**src/rtl/if_mem_if.sv**
```systemverilog
// if_mem_if: signal bundle between IF, instruction memory and decode around if_mem.
// fault_o exists only when IF_MEM_MISALIGN_EN is defined.
interface if_mem_if #(
    parameter int XLEN = 32
);
    logic [XLEN-1:0] pc_i, imem_addr_o, imem_rdata_i, pc_o, instr_o;
    logic valid_i, ready_o, imem_req_o, imem_gnt_i, imem_rvalid_i, flush_i, valid_o, ready_i;
`ifdef IF_MEM_MISALIGN_EN
    logic fault_o;
    modport slave (
        input  pc_i, valid_i, imem_gnt_i, imem_rvalid_i, imem_rdata_i, flush_i, ready_i,
        output ready_o, imem_req_o, imem_addr_o, valid_o, pc_o, instr_o, fault_o
    );
    modport master (
        output pc_i, valid_i, imem_gnt_i, imem_rvalid_i, imem_rdata_i, flush_i, ready_i,
        input  ready_o, imem_req_o, imem_addr_o, valid_o, pc_o, instr_o, fault_o
    );
`else
    modport slave (
        input  pc_i, valid_i, imem_gnt_i, imem_rvalid_i, imem_rdata_i, flush_i, ready_i,
        output ready_o, imem_req_o, imem_addr_o, valid_o, pc_o, instr_o
    );
    modport master (
        output pc_i, valid_i, imem_gnt_i, imem_rvalid_i, imem_rdata_i, flush_i, ready_i,
        input  ready_o, imem_req_o, imem_addr_o, valid_o, pc_o, instr_o
    );
`endif
endinterface

```
**src/rtl/if_mem.sv**
```systemverilog
// if_mem: instruction-memory access stage pairing in-order imem responses with their PCs.
// Optional IF_MEM_MISALIGN_EN: misaligned PCs bypass memory as faulting NOP entries.
module if_mem #(
    parameter int DEPTH = 2,
    parameter int XLEN  = 32
) (
    input logic     clk,
    input logic     rst,
    if_mem_if.slave bus
);
    localparam int AW = $clog2(DEPTH);
    localparam int CW = $clog2(DEPTH + 1);
    localparam logic [XLEN-1:0] NOP = XLEN'(32'h0000_0013);
    logic [XLEN-1:0] pc_q [DEPTH];
    logic [XLEN-1:0] ins_q [DEPTH];
    logic [DEPTH-1:0] fil_q;
    logic [AW-1:0] head, tail, fill;
    logic [CW-1:0] count, drop, pend;
    logic [CW:0] used, pend_drop;
    logic credit_ok, mis, acc, pop, rsp_wr, rsp_drop;
    assign used      = {1'b0, count} + {1'b0, drop};
    assign pend_drop = {1'b0, pend} + {1'b0, drop};
    assign credit_ok = used < (CW+1)'(DEPTH);
`ifdef IF_MEM_MISALIGN_EN
    logic [DEPTH-1:0] flt_q;
    assign mis         = bus.pc_i[1:0] != 2'b00;
    assign bus.fault_o = flt_q[head];
`else
    assign mis = 1'b0;
`endif
    assign bus.imem_req_o  = bus.valid_i & credit_ok & ~bus.flush_i & ~mis;
    assign bus.imem_addr_o = bus.pc_i;
    // a misaligned PC only enters behind fully resolved traffic so fill can move with tail
    assign bus.ready_o = (bus.imem_req_o & bus.imem_gnt_i) |
                         (bus.valid_i & credit_ok & ~bus.flush_i & mis & (pend == '0) & (drop == '0));
    assign acc         = bus.ready_o;
    assign bus.valid_o = fil_q[head] & ~bus.flush_i;
    assign bus.pc_o    = pc_q[head];
    assign bus.instr_o = ins_q[head];
    assign pop         = bus.valid_o & bus.ready_i;
    assign rsp_drop    = bus.imem_rvalid_i & (drop != '0);
    assign rsp_wr      = bus.imem_rvalid_i & (drop == '0) & (pend != '0);
    always_ff @(posedge clk or posedge rst) begin
        if (rst) begin
            head  <= '0;
            tail  <= '0;
            fill  <= '0;
            count <= '0;
            drop  <= '0;
            pend  <= '0;
            fil_q <= '0;
            for (int i = 0; i < DEPTH; i++) begin
                pc_q[i]  <= '0;
                ins_q[i] <= '0;
            end
`ifdef IF_MEM_MISALIGN_EN
            flt_q <= '0;
`endif
        end else if (bus.flush_i) begin
            tail  <= head;
            fill  <= head;
            count <= '0;
            pend  <= '0;
            fil_q <= '0;
            // every unfilled entry still owes a response; one arriving now is already consumed
            drop  <= CW'(pend_drop - (CW+1)'(bus.imem_rvalid_i && pend_drop != '0));
        end else begin
            if (acc) begin
                pc_q[tail]  <= bus.pc_i;
                fil_q[tail] <= mis;
                tail        <= tail + AW'(1);
                if (mis) ins_q[tail] <= NOP;
`ifdef IF_MEM_MISALIGN_EN
                flt_q[tail] <= mis;
`endif
            end
            if (rsp_wr) begin
                ins_q[fill] <= bus.imem_rdata_i;
                fil_q[fill] <= 1'b1;
            end
            if (rsp_wr || (acc && mis)) fill <= fill + AW'(1);
            if (pop) begin
                fil_q[head] <= 1'b0;
                head        <= head + AW'(1);
            end
            count <= count + CW'(acc) - CW'(pop);
            pend  <= pend + CW'(acc & ~mis) - CW'(rsp_wr);
            drop  <= drop - CW'(rsp_drop);
        end
    end
endmodule

```
**src/flat_wrapper.sv**
```systemverilog
// flat-port wrapper written by rule: the top's interface ports become plain ports
module if_mem_flat 
#(
    parameter int DEPTH = 2,
    parameter int XLEN  = 32
)
  (clk, rst, bus_pc_i, bus_valid_i, bus_imem_gnt_i, bus_imem_rvalid_i, bus_imem_rdata_i, bus_flush_i, bus_ready_i, bus_ready_o, bus_imem_req_o, bus_imem_addr_o, bus_valid_o, bus_pc_o, bus_instr_o);
  if_mem_if #(.XLEN(XLEN)) bus_i ();
  input logic clk;
  input logic rst;
  input wire logic [$bits(bus_i.pc_i)-1:0] bus_pc_i;
  input wire logic [$bits(bus_i.valid_i)-1:0] bus_valid_i;
  input wire logic [$bits(bus_i.imem_gnt_i)-1:0] bus_imem_gnt_i;
  input wire logic [$bits(bus_i.imem_rvalid_i)-1:0] bus_imem_rvalid_i;
  input wire logic [$bits(bus_i.imem_rdata_i)-1:0] bus_imem_rdata_i;
  input wire logic [$bits(bus_i.flush_i)-1:0] bus_flush_i;
  input wire logic [$bits(bus_i.ready_i)-1:0] bus_ready_i;
  output wire logic [$bits(bus_i.ready_o)-1:0] bus_ready_o;
  output wire logic [$bits(bus_i.imem_req_o)-1:0] bus_imem_req_o;
  output wire logic [$bits(bus_i.imem_addr_o)-1:0] bus_imem_addr_o;
  output wire logic [$bits(bus_i.valid_o)-1:0] bus_valid_o;
  output wire logic [$bits(bus_i.pc_o)-1:0] bus_pc_o;
  output wire logic [$bits(bus_i.instr_o)-1:0] bus_instr_o;
  assign bus_i.pc_i = bus_pc_i;
  assign bus_i.valid_i = bus_valid_i;
  assign bus_i.imem_gnt_i = bus_imem_gnt_i;
  assign bus_i.imem_rvalid_i = bus_imem_rvalid_i;
  assign bus_i.imem_rdata_i = bus_imem_rdata_i;
  assign bus_i.flush_i = bus_flush_i;
  assign bus_i.ready_i = bus_ready_i;
  assign bus_ready_o = bus_i.ready_o;
  assign bus_imem_req_o = bus_i.imem_req_o;
  assign bus_imem_addr_o = bus_i.imem_addr_o;
  assign bus_valid_o = bus_i.valid_o;
  assign bus_pc_o = bus_i.pc_o;
  assign bus_instr_o = bus_i.instr_o;
  if_mem #(.DEPTH(DEPTH), .XLEN(XLEN)) u_core (.clk(clk), .rst(rst), .bus(bus_i));
endmodule
```
**config.mk**
```make
export PLATFORM = sky130hd
export DESIGN_NAME = if_mem_flat
export DESIGN_NICKNAME = d
export VERILOG_FILES = /design/src/rtl/if_mem_if.sv /design/src/rtl/if_mem.sv /design/src/flat_wrapper.sv
export SDC_FILE = /design/constraint.sdc
export NUM_CORES = 1
export LEC_CHECK = 0
export ABC_AREA = 1
export CORE_MARGIN = 2
export CORE_UTILIZATION = 45
export CTS_CLUSTER_DIAMETER = 50
export DETAILED_ROUTE_END_ITERATION = 16
export PLACE_DENSITY_LB_ADDON = 0.08
export SYNTH_ARGS = -nofsm -noshare
export SYNTH_HDL_FRONTEND = slang
export SYNTH_SLANG_ARGS = --single-unit
```
**constraint.sdc**
```tcl
create_clock -name clk -period 4.2 [get_ports clk]
set_input_delay 0.63 -clock clk [delete_from_list [all_inputs] [get_ports clk]]
set_output_delay 0.63 -clock clk [all_outputs]
set_load 0.01 [all_outputs]
```
## Word-level counts from Yosys, hierarchy flattened

Cells that the tools add are included.

- Register bits after elaboration: 139
- Latch bits: 0
- Memory bits (writable): 0
- ROM bits: 0
- Bits of input ports: 71
- Output and inout port bits: 99
- Word-level logic and storage cells: 100
- Memories: 0

- Add/subtract/negate cells: 11
- $mul: 0
- Div/mod/pow operators: 0
- Order comparisons: 12
- Equal/unequal tests: 0
- Shifts and indexed selects: 0
- Mux-type cells: 35
- Bitwise gates (word level): 17
- Reductions and logical operators: 14

Operators with widths:

| kind | count |
|---|---|
| two-way mux 32 bit | 8 |
| bitwise mux 64 bit | 2 |
| two-way mux 64 bit | 2 |
| demux 32 bit (select 1 bit) | 2 |
| two-way mux 2 bit | 9 |
| two-way mux 1 bit | 9 |
| AND 1 bit | 8 |
| nonzero test 2 bit | 4 |
| subtractor 2 x 1 -> 2 bit | 4 |
| adder 2 x 2 -> 3 bit | 2 |
| >= comparator 2 bit (second input constant) | 3 |
| logical AND 1 bit | 6 |
| less-than comparator 1 x 2 -> 1 bit (second input constant) | 3 |
| NOT 1 -> 2 bit | 3 |
| adder 2 x 1 -> 2 bit | 2 |
| AND 2 bit | 2 |
| less-than comparator 2 x 1 -> 1 bit (second input constant) | 2 |
| NOT 2 bit | 2 |
| AND reduction 2 bit | 2 |
| adder 1 bit (second input constant) | 3 |
| demux 1 bit (select 1 bit) | 3 |
| >= comparator 1 bit (second input constant) | 3 |
| less-than comparator 3 x 2 -> 1 bit (second input constant) | 1 |
| nonzero test 3 bit | 1 |
| 3 further kinds | 3 |

## Logic depth before layout (Yosys ltp)

- Word-level depth: 14
- Depth in mapped cells: 11
- Depth with buffers taken out: 10

## Worst setup path before layout

Ideal clock, no wire load.

- Path kind: flip-flop to flip-flop
- From: reg u_core.drop[0]
- To: reg u_core.count[1]
- Data arrival time: 2.011 ns
- Required time: 4.067 ns
- Path slack: 2.056 ns
- Stages on the path, launching flop included: 11
- Path buffers: 0
- Clock period less this slack: 2.144 ns
- Cells stage by stage: dfrtp_1 nand2_1 inv_1 fa_1 nor2_2 nand3_1 ha_1 inv_1 ha_1 xor2_1 nor2_1

- Cells in the longest elaborated chain, start to end: 8

RTL lines:

| element | RTL line | RTL |
|---|---|---|
| from (decl) | if_mem.sv:18 | `logic [CW-1:0] count, drop, pend;` |
| from (signal assigned) | if_mem.sv:66 | `drop <= CW'(pend_drop - (CW+1)'(bus.imem_rvalid_i && pend_drop != '0));` |
| from (signal assigned) | if_mem.sv:88 | `drop <= drop - CW'(rsp_drop);` |
| adder 2 x 2 -> 3 bit | if_mem.sv:21 | `assign used = {1'b0, count} + {1'b0, drop};` |
| less-than comparator 3 x 2 -> 1 bit | if_mem.sv:23 | `assign credit_ok = used < (CW+1)'(DEPTH);` |
| AND 1 bit | if_mem.sv:31 | `assign bus.imem_req_o = bus.valid_i & credit_ok & ~bus.flush_i & ~mis;` |
| AND 1 bit | - |  |
| AND 1 bit | if_mem.sv:34 | `assign bus.ready_o = (bus.imem_req_o & bus.imem_gnt_i) \|` |
| adder 2 x 1 -> 2 bit | if_mem.sv:86 | `count <= count + CW'(acc) - CW'(pop);` |
| subtractor 2 x 1 -> 2 bit | if_mem.sv:86 |  |
| two-way mux 2 bit | if_mem.sv:59 | `end else if (bus.flush_i) begin` |
| to (signal assigned) | if_mem.sv:86 |  |
| to (decl) | if_mem.sv:18 |  |

No other way between the ends.
A chain may end at the register's enable or synchronous reset.

## Final worst setup path

- From: reg u_core.head
- To: out bus_valid_o

- Cells in the longest elaborated chain, start to end: 3

RTL lines:

| element | RTL line | RTL |
|---|---|---|
| from (decl) | if_mem.sv:17 | `logic [AW-1:0] head, tail, fill;` |
| from (signal assigned) | if_mem.sv:84 | `head <= head + AW'(1);` |
| two-way mux 1 bit (implied by the code) (2 in a row) | if_mem.sv:37 | `assign bus.valid_o = fil_q[head] & ~bus.flush_i;` |
| AND 1 bit | if_mem.sv:37 |  |
| to (decl) | flat_wrapper.sv:21 | `output wire logic [$bits(bus_i.valid_o)-1:0] bus_valid_o;` |

No other way between the ends. The select of a mux whose other input is x is not followed.

==> results.md <==
* CTS buffer count at 17
* Clk Latency, worst-skew pair at around 420 ps
* Syn-to-layout area delta at 32.0%
* Post-CTS Hold Buffers at 0
* Slew margin rel. at 0.395
* Worst Reg2Reg Path Length in Cells at 8
* Critical Path RT at 3570 ps
* Total global routing overflow at 0
* Root buf cell: clkbuf_16
* Hold crit path type: register to register
* Max-slew violation count at 0
* DIE HEIGHT at 126 µm
* Vias in the first global route at a little under 6000
* Final min period at between 3000 and 4000 ps
* Reg2reg end: u_core.pc_q[10]
* Via count at between 5000 and 6000
* Num ports at 170
* Seq/Total Area, Yosys at 0.515
* Post-Syn Area at about 0.0067 mm²
* Routed wire length at roughly 17000 µm
* Storage element area at approximately 0.0035 mm²
* Clock tree from TritonCTS: yes
* Hold depth at 2
* CP max stage delay at roughly 900 ps
* Layout cells sized above 1 at 0.0565
* CP Class: register to output pin
* Crit-path max FO at 57
* Peak Freq at between 200 and 300 MHz
* Critical path startpoint category: register
* Worst-Margin Slew at between 900 and 1000 ps
* HP Start: u_core.ins_q[53]
* Final #Nets at approximately 1000
* Hold Vio Cnt, Final at 0
* RSZ-0062 raised after global routing: no
* #FFs+latches synth at roughly 140
* Clock-pin slew on the worst setup and hold paths at 60 ps
* Die area at 0.0160 mm²
* IO buf count at between 150 and 200
* CTS Buffer Depth at 2
* Vias per inst at around 5
* Mean Syn Cell Area at between 7 and 8 µm²
* Worst r2r src: u_core.drop[0]
* WP data arrival at around 2900 ps
* Die width at ~130 µm
* Power density relative to cell area at roughly 630 mW/mm²
* Hold endpoint: u_core.ins_q[53]
* DRC errors left at 0
* Critical path's slowest cell: dfrtp_2
* Syn_nets at approximately 930
* Peak supply drop at between 0.0003 and 0.0004 V
* Delay-heaviest family, CP: buffers and inverters
* H-Tree Depth at 4
* Leakage Power at roughly 4.5 nW
* Largest area contributor in the netlist: dfrtp_1
* Resized cells post-CTS at 0
* Fillers at between 1000 and 1500
* Core ar. at 0.0146 mm²
* Post-CTS setup buffers at 0
* Multi-input logic area at around 0.0026 mm²
* Final WS setup at ~720 ps
* CP Capture Type: output pin
* Final period util at 0.830
* Setup violators final at 0
* Top cells by area, synth: dfrtp_1, nand2_1, o21ai_0
* CP Buf/Inv Count at 2
* Max Cap Viol at 0
* Initial drt markers at between 400 and 500
* Rows at 44
* Final setup skew at 5.54 ps
* First-pass GRT wire length at approximately 28000 µm
* Mean routed wirelength per cell at between 10 and 15 µm
* Routed Antenna Nets at 0
* Crit-path cells: buf_4, nand2_1, a21oi_1, clkdlybuf4s50_1
* Gate Count Post-Synth at ~850
* Pin count of the biggest net entering global routing at 65
* Synth top area share at 0.515
* Starting Density at 0.463
* Final GP Congestion at 0.818
* ANT cells at 0
* Netlist cell types at 28
* Clock sink count at around 140
* Initial antenna violation count at 0
* Internal reg-to-reg setup slack at around 1400 ps
* Tot GR Track Use at 0.217
* DRT Pass-1 Iters at 5
* DP Wirelength at approximately 11000 µm
* Setup_tns at 0 ps
* Status: finished clean
* Place WS at 1000 ps
* Syn. warnings at 0
-- cells in the mapped netlist --
cell / instances
a21oi_1: 2
a31oi_1: 2
buf_1: 5
buf_2: 19
buf_4: 39
buf_6: 4
clkbuf_1: 15
dfrtp_1: 139
fa_1: 2
ha_1: 7
inv_1: 47
inv_2: 5
mux2i_1: 1
nand2_1: 402
nand3_1: 36
nand3_2: 1
nand4_1: 32
nand4_2: 1
nand4_4: 1
nor2_1: 7
nor2_2: 3
nor2_4: 1
nor2_8: 1
nor4_1: 1
o21ai_0: 64
o21ai_1: 2
xnor2_1: 3
xor2_1: 4
-- metrics by stage --
step | util | hold WS [ps] | area (µm²) | cells | power [W]
2_1_floorplan | - | 442 | 6750 | 846 | 0.00307
3_3_place_gp | 0.564 | 453 | 8230 | 1125 | 0.00387
3_5_place_dp | 0.564 | 459 | 8230 | 1125 | 0.00395
4_1_cts | 0.611 | 473 | 8910 | 1157 | 0.00569
5_1_grt | 0.611 | 493 | 8910 | 1157 | 0.00600
6_report | 0.611 | 469 | 8910 | 1157 | 0.00563
-- flip-flops by register name, summed over array words and instances, names as in the netlist --
signal	cells
u_core.count	2
u_core.drop	2
u_core.fil_q	2
u_core.fill	1
u_core.head	1
u_core.ins_q	64
u_core.pc_q	64
u_core.pend	2
u_core.tail	1
-- power by group --
group          leakage [nW]  switching (W)  internal, W
Sequential             1.79       0.000266      0.00183
Combinational          2.42       0.000946     0.000885
Clock                 0.336       0.000551      0.00116
Total                  4.55        0.00176      0.00387
-- per-layer routing --
layer	track usage	up-vias	routed length (µm)	part of all wire
met2	0.355	195	8370	0.49
met5	0	-	0	0
met1	0.274	2776	7200	0.42
met4	0.0737	0	278	0.016
met3	0.0671	21	1210	0.071
li1	-	2851	-	-
-- worst max path at each step --
stage	slack (ps)	start	endpoint	cells after the start
after CTS	680	u_core.head	bus_valid_o	4
after detailed placement	1000	bus_flush_i	u_core.pc_q[10]	6
after floorplan	1830	rst	u_core.count[0]	1
after global routing	540	u_core.head	bus_valid_o	4
final	720	u_core.head	bus_valid_o	4
after global placement	1090	bus_flush_i	u_core.pc_q[28]	6
-- area by class of cell --
type | instances | share of cell area
multi-input combinational | 573 | 0.288
clock buffer | 20 | 0.0524
sequential | 139 | 0.390
inverter | 52 | 0.0223
timing repair buffer | 177 | 0.197
tap | 184 | 0.0258
clock inverter | 12 | 0.0243
-- layout by cell type (no fill, tap or decap), drive strengths merged --
cell type / synthesis / routed
nor4: 1 / 1
a31oi: 2 / 2
ha: 7 / 7
clkdlybuf4s50: 0 / 169
clkinvlp: 0 / 2
bufinv: 0 / 6
o21ai: 66 / 66
nand2: 402 / 402
a21oi: 2 / 2
nand4: 34 / 34
xor2: 4 / 4
nor2: 12 / 12
dfrtp: 139 / 139
xnor2: 3 / 3
fa: 2 / 2
inv: 52 / 51
clkinv: 0 / 5
mux2i: 1 / 1
nand3: 37 / 37
buf: 67 / 8
clkbuf: 15 / 20
-- cell families after synthesis --
| kind of cell | count (synthesis) | share of synthesized area |
|---|---|---|
| buffers and inverters | 134 | 0.104 |
| XOR/XNOR | 7 | 0.00908 |
| multiplexers | 1 | 0.00148 |
| adder cells (fa/ha/maj) | 9 | 0.0189 |
| AO/OA/AOI/OAI | 70 | 0.0523 |
| flip-flops | 139 | 0.515 |
| AND/OR/NAND/NOR | 486 | 0.299 |
-- worst register-to-register path, stage by stage (launching register included) --
cell,delay [ps]
dfrtp_1,420
nand2_1,80
inv_1,50
fa_1,480
nor2_2,230
nand4_4,520
inv_2,710
nand2_1,130
nand2_1,100
No activity file was read; power rests on OpenSTA's default activity.
